--- config.mk ---
export PLATFORM = sky130hd
export DESIGN_NAME = multicycle_sequencer
export DESIGN_NICKNAME = d
export VERILOG_FILES = /design/src/rtl/multicycle_sequencer.sv
export SDC_FILE = /design/constraint.sdc
export NUM_CORES = 1
export LEC_CHECK = 0
export CAP_MARGIN = 10
export CORE_MARGIN = 2
export CORE_UTILIZATION = 41
export DETAILED_ROUTE_END_ITERATION = 16
export GPL_TIMING_DRIVEN = 0
export PLACE_DENSITY = 0.87
export SETUP_SLACK_MARGIN = 0.2
export SLEW_MARGIN = 40
export SYNTH_ARGS = -nofsm -noshare
export SYNTH_HDL_FRONTEND = slang
export SYNTH_SLANG_ARGS = --single-unit
export TNS_END_PERCENT = 100
--- constraint.sdc ---
create_clock -name clk -period 3.51 [get_ports clk]
set_input_delay 0.351 -clock clk [delete_from_list [all_inputs] [get_ports clk]]
set_output_delay 0.351 -clock clk [all_outputs]
set_load 0.01 [all_outputs]
--- src/rtl/multicycle_sequencer.sv ---
`default_nettype none
// ============================================================================
// Module   : multicycle_sequencer
// Brief    : Multi-cycle RISC-V style control sequencer (FETCH/DECODE/EXEC/
//            MEM/WB/TRAP). Optional retired-instruction counter: MCSEQ_INSTRET_EN.
// Revision : 1.0 - initial release
// ============================================================================
module multicycle_sequencer #(
    parameter int COUNT_W    = 32,
    parameter int WAIT_LIMIT = 0
) (
    input  logic               clk,
    input  logic               reset,
    input  logic [6:0]         opcode,
    input  logic               branch_cond,
    input  logic               mem_ready,
    output logic               mem_req,
    output logic               mem_we,
    output logic               addr_sel,
    output logic               ir_write,
    output logic               pc_write,
    output logic               reg_write,
    output logic [1:0]         pc_sel,
    output logic               alu_src_a,
    output logic               alu_src_b,
    output logic [1:0]         wb_sel,
    output logic [2:0]         state,
    output logic               retire,
    output logic               illegal,
    output logic               bus_err,
    output logic [COUNT_W-1:0] instret
);

    typedef enum logic [2:0] {
        S_FETCH  = 3'd0,
        S_DECODE = 3'd1,
        S_EXEC   = 3'd2,
        S_MEM    = 3'd3,
        S_WB     = 3'd4,
        S_TRAP   = 3'd5
    } state_t;

    typedef enum logic [3:0] {
        C_R      = 4'd0,
        C_IMM    = 4'd1,
        C_LOAD   = 4'd2,
        C_STORE  = 4'd3,
        C_BRANCH = 4'd4,
        C_JAL    = 4'd5,
        C_JALR   = 4'd6,
        C_LUI    = 4'd7,
        C_AUIPC  = 4'd8,
        C_BAD    = 4'd9
    } cls_t;

    state_t     r_state;
    state_t     w_next;
    cls_t       r_cls;
    cls_t       w_dec_cls;
    logic       r_illegal;
    logic       r_bus_err;
    logic       w_timeout;
    logic       w_set_illegal;
    logic       w_set_bus_err;
    logic       w_mem_req;
    logic       w_mem_we;
    logic       w_addr_sel;
    logic       w_ir_write;
    logic       w_pc_write;
    logic       w_reg_write;
    logic       w_retire;
    logic [1:0] w_pc_sel;
    logic [1:0] w_wb_sel;
    logic       w_cls_a;
    logic       w_cls_b;
    logic [1:0] w_cls_wb;
    logic       w_cls_jump;
    logic       w_src_valid;

    always_comb begin
        w_dec_cls = C_BAD;
        case (opcode)
            7'b0110011: w_dec_cls = C_R;
            7'b0010011: w_dec_cls = C_IMM;
            7'b0000011: w_dec_cls = C_LOAD;
            7'b0100011: w_dec_cls = C_STORE;
            7'b1100011: w_dec_cls = C_BRANCH;
            7'b1101111: w_dec_cls = C_JAL;
            7'b1100111: w_dec_cls = C_JALR;
            7'b0110111: w_dec_cls = C_LUI;
            7'b0010111: w_dec_cls = C_AUIPC;
            default:    w_dec_cls = C_BAD;
        endcase
    end

    // Datapath controls come from the class latched in DECODE so they hold through MEM/WB.
    always_comb begin
        w_cls_a    = 1'b0;
        w_cls_b    = 1'b0;
        w_cls_wb   = 2'd1;
        w_cls_jump = 1'b0;
        case (r_cls)
            C_IMM, C_STORE: w_cls_b = 1'b1;
            C_LOAD: begin
                w_cls_b  = 1'b1;
                w_cls_wb = 2'd3;
            end
            C_JALR: begin
                w_cls_b    = 1'b1;
                w_cls_wb   = 2'd2;
                w_cls_jump = 1'b1;
            end
            C_JAL: begin
                w_cls_a    = 1'b1;
                w_cls_b    = 1'b1;
                w_cls_wb   = 2'd2;
                w_cls_jump = 1'b1;
            end
            C_AUIPC: begin
                w_cls_a = 1'b1;
                w_cls_b = 1'b1;
            end
            C_LUI: begin
                w_cls_b  = 1'b1;
                w_cls_wb = 2'd0;
            end
            default: ;
        endcase
    end

    generate
        if (WAIT_LIMIT > 0) begin : g_wait
            localparam int WAIT_W = (WAIT_LIMIT > 1) ? $clog2(WAIT_LIMIT) : 1;
            logic [WAIT_W-1:0] r_wait;
            logic              w_waiting;

            assign w_waiting = ((r_state == S_FETCH) || (r_state == S_MEM)) && !mem_ready;
            // The limit-th idle cycle traps; a ready in that same cycle is never a timeout.
            assign w_timeout = w_waiting && (r_wait == WAIT_W'(WAIT_LIMIT - 1));

            always_ff @(posedge clk) begin
                if (!reset) begin
                    r_wait <= '0;
                end else if (w_waiting) begin
                    r_wait <= r_wait + 1'b1;
                end else begin
                    r_wait <= '0;
                end
            end
        end else begin : g_no_wait
            assign w_timeout = 1'b0;
        end
    endgenerate

    always_ff @(posedge clk) begin
        if (!reset) begin
            r_state   <= S_FETCH;
            r_cls     <= C_R;
            r_illegal <= 1'b0;
            r_bus_err <= 1'b0;
        end else begin
            r_state <= w_next;
            if (r_state == S_DECODE) begin
                r_cls <= w_dec_cls;
            end
            if (w_set_illegal) begin
                r_illegal <= 1'b1;
            end
            if (w_set_bus_err) begin
                r_bus_err <= 1'b1;
            end
        end
    end

    always_comb begin
        w_next        = r_state;
        w_mem_req     = 1'b0;
        w_mem_we      = 1'b0;
        w_addr_sel    = 1'b0;
        w_ir_write    = 1'b0;
        w_pc_write    = 1'b0;
        w_reg_write   = 1'b0;
        w_retire      = 1'b0;
        w_pc_sel      = 2'd0;
        w_wb_sel      = 2'd0;
        w_set_illegal = 1'b0;
        w_set_bus_err = 1'b0;
        case (r_state)
            S_FETCH: begin
                w_mem_req = 1'b1;
                if (mem_ready) begin
                    w_ir_write = 1'b1;
                    w_next     = S_DECODE;
                end else if (w_timeout) begin
                    w_next        = S_TRAP;
                    w_set_bus_err = 1'b1;
                end
            end
            S_DECODE: begin
                if (w_dec_cls == C_BAD) begin
                    w_next        = S_TRAP;
                    w_set_illegal = 1'b1;
                end else begin
                    w_next = S_EXEC;
                end
            end
            S_EXEC: begin
                if (r_cls == C_BRANCH) begin
                    w_pc_write = 1'b1;
                    w_pc_sel   = branch_cond ? 2'd2 : 2'd0;
                    w_retire   = 1'b1;
                    w_next     = S_FETCH;
                end else if ((r_cls == C_LOAD) || (r_cls == C_STORE)) begin
                    w_next = S_MEM;
                end else begin
                    w_next = S_WB;
                end
            end
            S_MEM: begin
                w_mem_req  = 1'b1;
                w_addr_sel = 1'b1;
                w_mem_we   = (r_cls == C_STORE);
                if (mem_ready) begin
                    if (r_cls == C_STORE) begin
                        w_pc_write = 1'b1;
                        w_retire   = 1'b1;
                        w_next     = S_FETCH;
                    end else begin
                        w_next = S_WB;
                    end
                end else if (w_timeout) begin
                    w_next        = S_TRAP;
                    w_set_bus_err = 1'b1;
                end
            end
            S_WB: begin
                w_reg_write = 1'b1;
                w_pc_write  = 1'b1;
                w_retire    = 1'b1;
                w_wb_sel    = w_cls_wb;
                w_pc_sel    = w_cls_jump ? 2'd1 : 2'd0;
                w_next      = S_FETCH;
            end
            S_TRAP:  w_next = S_TRAP;
            default: w_next = S_TRAP;
        endcase
    end

    assign w_src_valid = (r_state == S_EXEC) || (r_state == S_MEM) || (r_state == S_WB);

    // Strobes are suppressed combinationally in any cycle where reset is held low.
    assign mem_req   = reset & w_mem_req;
    assign mem_we    = reset & w_mem_we;
    assign ir_write  = reset & w_ir_write;
    assign pc_write  = reset & w_pc_write;
    assign reg_write = reset & w_reg_write;
    assign retire    = reset & w_retire;
    assign addr_sel  = w_addr_sel;
    assign pc_sel    = w_pc_sel;
    assign wb_sel    = w_wb_sel;
    assign alu_src_a = w_src_valid & w_cls_a;
    assign alu_src_b = w_src_valid & w_cls_b;
    assign state     = r_state;
    assign illegal   = r_illegal;
    assign bus_err   = r_bus_err;

`ifdef MCSEQ_INSTRET_EN
    logic [COUNT_W-1:0] r_instret;

    always_ff @(posedge clk) begin
        if (!reset) begin
            r_instret <= '0;
        end else if (w_retire) begin
            r_instret <= r_instret + 1'b1;
        end
    end

    assign instret = r_instret;
`else
    assign instret = '0;
`endif

endmodule
`default_nettype wire

==> results.txt <==
buf_4 is the most common cell in the netlist. The critical path starts at r_cls[1]. The first routing iteration left 23 violations. STA puts the critical path data arrival time at 2.16 ns.

The synthesized netlist devotes 30.8% of its cell area to simple gates. Yosys attributes the largest share of cell area to buf_4 26%, dfxtp_1 15%, nand2_1 5.4%, nor2_1 5.4%, a21oi_1 4.3%. The adder and majority gate portion of the synthesized area came out at 0%.

Counting flops with a built-in enable in the synthesized netlist gives 0. The tool flagged a number of max-cap violations equal to 0. The area growth from synthesis to final layout is 43.1%. Ranked by instance count, the synthesized netlist is headed by 36 x buf_4, 15 x nand2_1, 15 x nor2_1.

The number of clock sinks came out at 8. Of all nets on the critical path, the largest fanout is 9. In this run the vertical extent of the chip is 54.5 um. The final setup violation count is 0.

The largest net degree at the start of global routing came out at 11. The most instantiated flip-flop cell in the synthesis netlist is dfxtp_1. The setup fix buffers added after clock tree synthesis is 0.

For this design, the slowest cell found on the critical path is clkdlybuf4s50_1. The half-perimeter wire length of the detailed placement result came out at 1820 um. The final setup TNS is 0 ns. The TritonCTS clock tree is built. The worst-case reg-to-reg path depth is 5. The setup path with the least slack is of type reg2out. VDD sags by at most 0.000208 V. The mean post-synth cell area came out at 7.06 sq um. The number of global-route vias before repair is 839.

The count of antenna diodes in the layout is 0. The worst hold path passes through 2 cells. The startpoint identified for the worst hold timing path is illegal. Once detail routing completed, the nets flagged for antenna violations numbered 0. Setup repair after global routing left no endpoint under its margin. Synthesis produced a netlist whose cell count is 148. After detailed routing, the average wire length per cell comes to 9.61 um.

The width of the die is 54.5 um. The number of failing hold endpoints at the final stage is 0. For this run, design rule violations remaining after detail routing come to 0. The post-cts resize count is 0.

The standard-cell row count came out at 18. Hold is met by 0.461 ns. The flop and latch count out of synthesis came out at 8. The critical path data required time came out at 3.16 ns. STA classifies the critical path endpoint as a primary output.

The proportion of synthesized area in mux cells came out at 2.16%. Clock-pin slew was measured on the worst setup and hold paths at 0.05 ns. After clock tree synthesis, the flow added hold-fix buffers numbering 0. The count of cell types in the netlist is 42. Summing over every cut layer, the via total after detailed routing is 1072.

The buffers plus inverters on the worst setup path is 3. The fraction of the mapped netlist area in compound gates is 19.3%. For this run the aggregate overflow at the end of global routing stands at 0. The total length of routed wires came out at 2310 um.

For this run, the number of Yosys warnings is 0. The share of the synthesized area in the top cell type came out at 25.9%. The final core area utilization is 60.9%. The global router's overall resource usage is 16.2%. In this design, the critical path's most frequently occurring cell is buf_4. The minimum clock period after layout is 2.51 ns.

The H-tree depth reported by CTS is 1. The detailed-route vias per instance is 4.47. The fraction of synthesized cell area in xor and xnor cells came out at 1.68%. The final count of pins violating max slew came to 0. The number of buffers inserted by port buffering came out at 27. The die covers 2970 sq um. The startpoint of the most critical register-to-register path is state[1]. The first-pass GRT wire length came out at 3550 um. The nature of the critical path startpoint is a flop.

The number of top-level pins is 61. Counting flops with an async set or reset pin after synthesis yields a share of 0%. The core region is 2450 sq um.

The buffer type at the clock tree root is clkbuf_4. The number of antenna violations at the first check in global routing is 0. The cell family contributing the most delay on the critical path is buffers and inverters. The largest single stage delay on the critical path is 0.51 ns. Based on the critical path, the design can be clocked at up to 0.398 GHz.

In this run the static leakage power is 0.701 nW. The final RePlAce weighted congestion is 0.912. By area, the combinational part of the netlist is dominated by simple AND/OR/NAND/NOR gates. The post-synthesis cell type with the largest combined area is buf_4. Traced cell by cell, the critical path runs through buf_4, nor3b_4, nor4b_4, o2bb2ai_1, and2_1, buf_4, clkdlybuf4s50_1. The combined area of all synthesized cells is 1040 sq um.

The maximum count of clock buffers along a single path is 2. The sequential area share after synthesis came out at 15.3%. The share of layout cells above drive strength 1 is 23.3%. The starting utilization of the core area is 42.6%. For this run, the post-layout net count is 223. The number of stages on the worst setup path is 7.

The clock network latency to the later pin of the worst-skew pair is 0.26 ns. The worst min-delay path category is reg2reg. The maximum clock skew at final layout came out at 0.00249 ns. The final worst-path cycle share is 71.6%. The length of the first detailed-routing pass in iterations came out at 4. The clock buffer count from CTS came out at 3. For this design the ratio of total power to cell area is 265 nW/um^2. The run finished with clean final reports.
## final cells by class
type	instances	area (sq um)
flip-flops and latches	8	160
multi-input cells	126	687
inverters	5	18.8
fillers	231	960
plain buffers	41	299
clock buffers	3	22.5
repair buffers	27	270
well taps	30	37.5
## stage by stage
stage | instance area [sq um] | instances | setup slack, ns | total power, mW
floorplan | 1160 | 180 | 1.83 | 0.256
global placement | 1470 | 237 | 1.07 | 0.320
detailed placement | 1470 | 237 | 1.07 | 0.323
CTS | 1500 | 240 | 0.994 | 0.396
global route | 1500 | 240 | 0.809 | 0.426
finish | 1500 | 240 | 0.996 | 0.396
## worst register-to-register path, cell delays in order, from the launching register on
cell,delay [ns]
dfxtp_1,0.31
buf_4,0.16
inv_1,0.17
mux2_2,0.35
a211oi_1,0.26
a211oi_1,0.09
## routing by layer
layer / part of all wire (%) / routed length [um] / track usage [%]
met5: 0 / 0 / 0
met4: 1.0 / 23 / 5.00
met3: 7.6 / 175 / 5.19
met2: 49 / 1120 / 26.5
met1: 43 / 986 / 20.2
## sequential cells by signal, indices dropped and copies added, names as in the netlist
name	count
illegal	1
r_cls	4
state	3
## cells by family (layout without fill, tap and decap cells)
kind of cell           Yosys count  count (layout)
flip-flops                       8               8
other                            1              33
AO/OA/AOI/OAI                   32              32
buffers and inverters           46              76
XOR/XNOR                         2               2
multiplexers                     2               2
AND/OR/NAND/NOR                 57              57
## cells in the final DEF (no fill, tap or decap), drive strengths merged, types with 2 or more instances in the layout
master,netlist,routed
a211oi,3,3
a21oi,9,9
a31oi,3,3
and2,2,2
buf,39,39
clkbuf,2,5
clkdlybuf4s50,0,27
conb,1,33
dfxtp,8,8
inv,5,5
mux2,2,2
nand2,15,15
nand2b,6,6
nand3,2,2
nor2,16,16
nor2b,2,2
nor3,4,4
nor3b,2,2
nor4b,3,3
o21ai,7,7
o22ai,3,3
## report_power, final
part           total [mW]  switching (mW)  internal, mW
logic               0.216           0.113         0.103
clock network      0.0717          0.0325        0.0392
registers           0.109         0.00678         0.102
total               0.396           0.152         0.244
## path summary, 6_finish.rpt
check | slack (ns) | to
max | 1.0 | retire
max reg2reg | 2.04 | state[0]
min reg2reg | 0.46 | illegal
min | 0.46 | illegal
No activity file was read; power rests on OpenSTA's default activity.
==> RTL change, RTL diff (config.mk and constraints unchanged) <==
The parameter `COUNT_W` goes from 32 to 36.
--- a/src/rtl/multicycle_sequencer.sv
+++ b/src/rtl/multicycle_sequencer.sv
@@ -6,7 +6,7 @@
 // Revision : 1.0 - initial release
 // ============================================================================
 module multicycle_sequencer #(
-    parameter int COUNT_W    = 32,
+    parameter int COUNT_W    = 36,
     parameter int WAIT_LIMIT = 0
 ) (
     input  logic               clk,
Interface: changed (resized instret); port bits go from 61 to 65. No check against the original RTL was run, so the function may have changed too.
==> RTL change against the original RTL <==
- clock power fell by 3%
- wire length rose by 6.2%
- design area rose by 3.0%
- via count rose by 3.0%
- synthesized area rose by 2.9%
- total power rose by 1.2%
- setup slack got worse by 0.014 ns
- sequential cell count did not move
- largest cell class unchanged
- largest power group unchanged
==> RTL change: results (changes against the original RTL) <==
status = complete, no violations
dpl cell area = 1520 um2 (+3.1%)
Sw Ratio = 38.4% (about the same)
share of post-route cells with drive strength above 1 = 24.3% (+0.98 points)
Met2 Wirelength = 1200 um (+7.1%)
count of multi-input gates = 130 (+3.2%)
Iter 0 DRT Violations = 32 (+39%)
register area share after synthesis = 14.9% (-0.43 points)
met3 Use GR = 5.15% (-0.039 points)
met3 WL = 214 um (+22%)
Data buffer area share = 38.9% (+0.84 points)
synth cell count leaders = buf_4, nand2_1, nor2_1, a21oi_1, dfxtp_1
placed instance count = 245 (+3.4%)
area grow syn2layout = 43.3%
multi-input logic area = 702 um2 (+2.2%)
M1 WL = 998 um (+1.2%)
crit path DAT = 2.18 ns (+0.02 ns)
Fin Clk Skew = 0.00378 ns (+0.00129 ns)
all-layer global routing usage = 15.4% (-0.87 points)
Mapped Cells = 152 (+2.7%)
xor/xnor share of the synthesized area = 1.63% (-0.047 points)
Max VDD drop = 0.236 mV (+13%)
mux cell area share after synthesis = 2.10% (-0.060 points)
Non-CTS buffers = 72 (+5.9%)
met1 usage = 17.2% (-3.0 points)
Routed WL per cell = 9.88 um (+2.8%)
final net count = 231 (+3.6%)
compound-cell area share of the yosys netlist = 18.7% (-0.54 points)
==> RTL change: final timing paths <==
path	from	endpoint	slack (ns)	cells after the start
worst max-delay path	r_cls[1]	retire	0.98	7
worst min-delay path	illegal	illegal	0.45	2
worst max register to register	state[1]	state[0]	2.03	5
worst min register to register	illegal	illegal	0.45	2
==> RTL change: critical path, stage by stage (launching register included) <==
cell and delay [ns]:
dfxtp_1 0.30, buf_4 0.15, nor3b_4 0.30, nor4b_4 0.26
o2bb2ai_1 0.13, and2_1 0.16, buf_4 0.10, clkdlybuf4s50_1 0.52
==> RTL change: power by group through the flow <==
| stage | registers, mW | logic, mW | clock network [mW] |
|---|---|---|---|
| 3_3_place_gp | 0.110 | 0.216 | 0 |
| 6_report | 0.108 | 0.223 | 0.0699 |
| 3_5_place_dp | 0.110 | 0.219 | 0 |
| 4_1_cts | 0.109 | 0.220 | 0.0714 |
| 2_1_floorplan | 0.113 | 0.148 | 0 |
| 5_1_grt | 0.110 | 0.243 | 0.0778 |
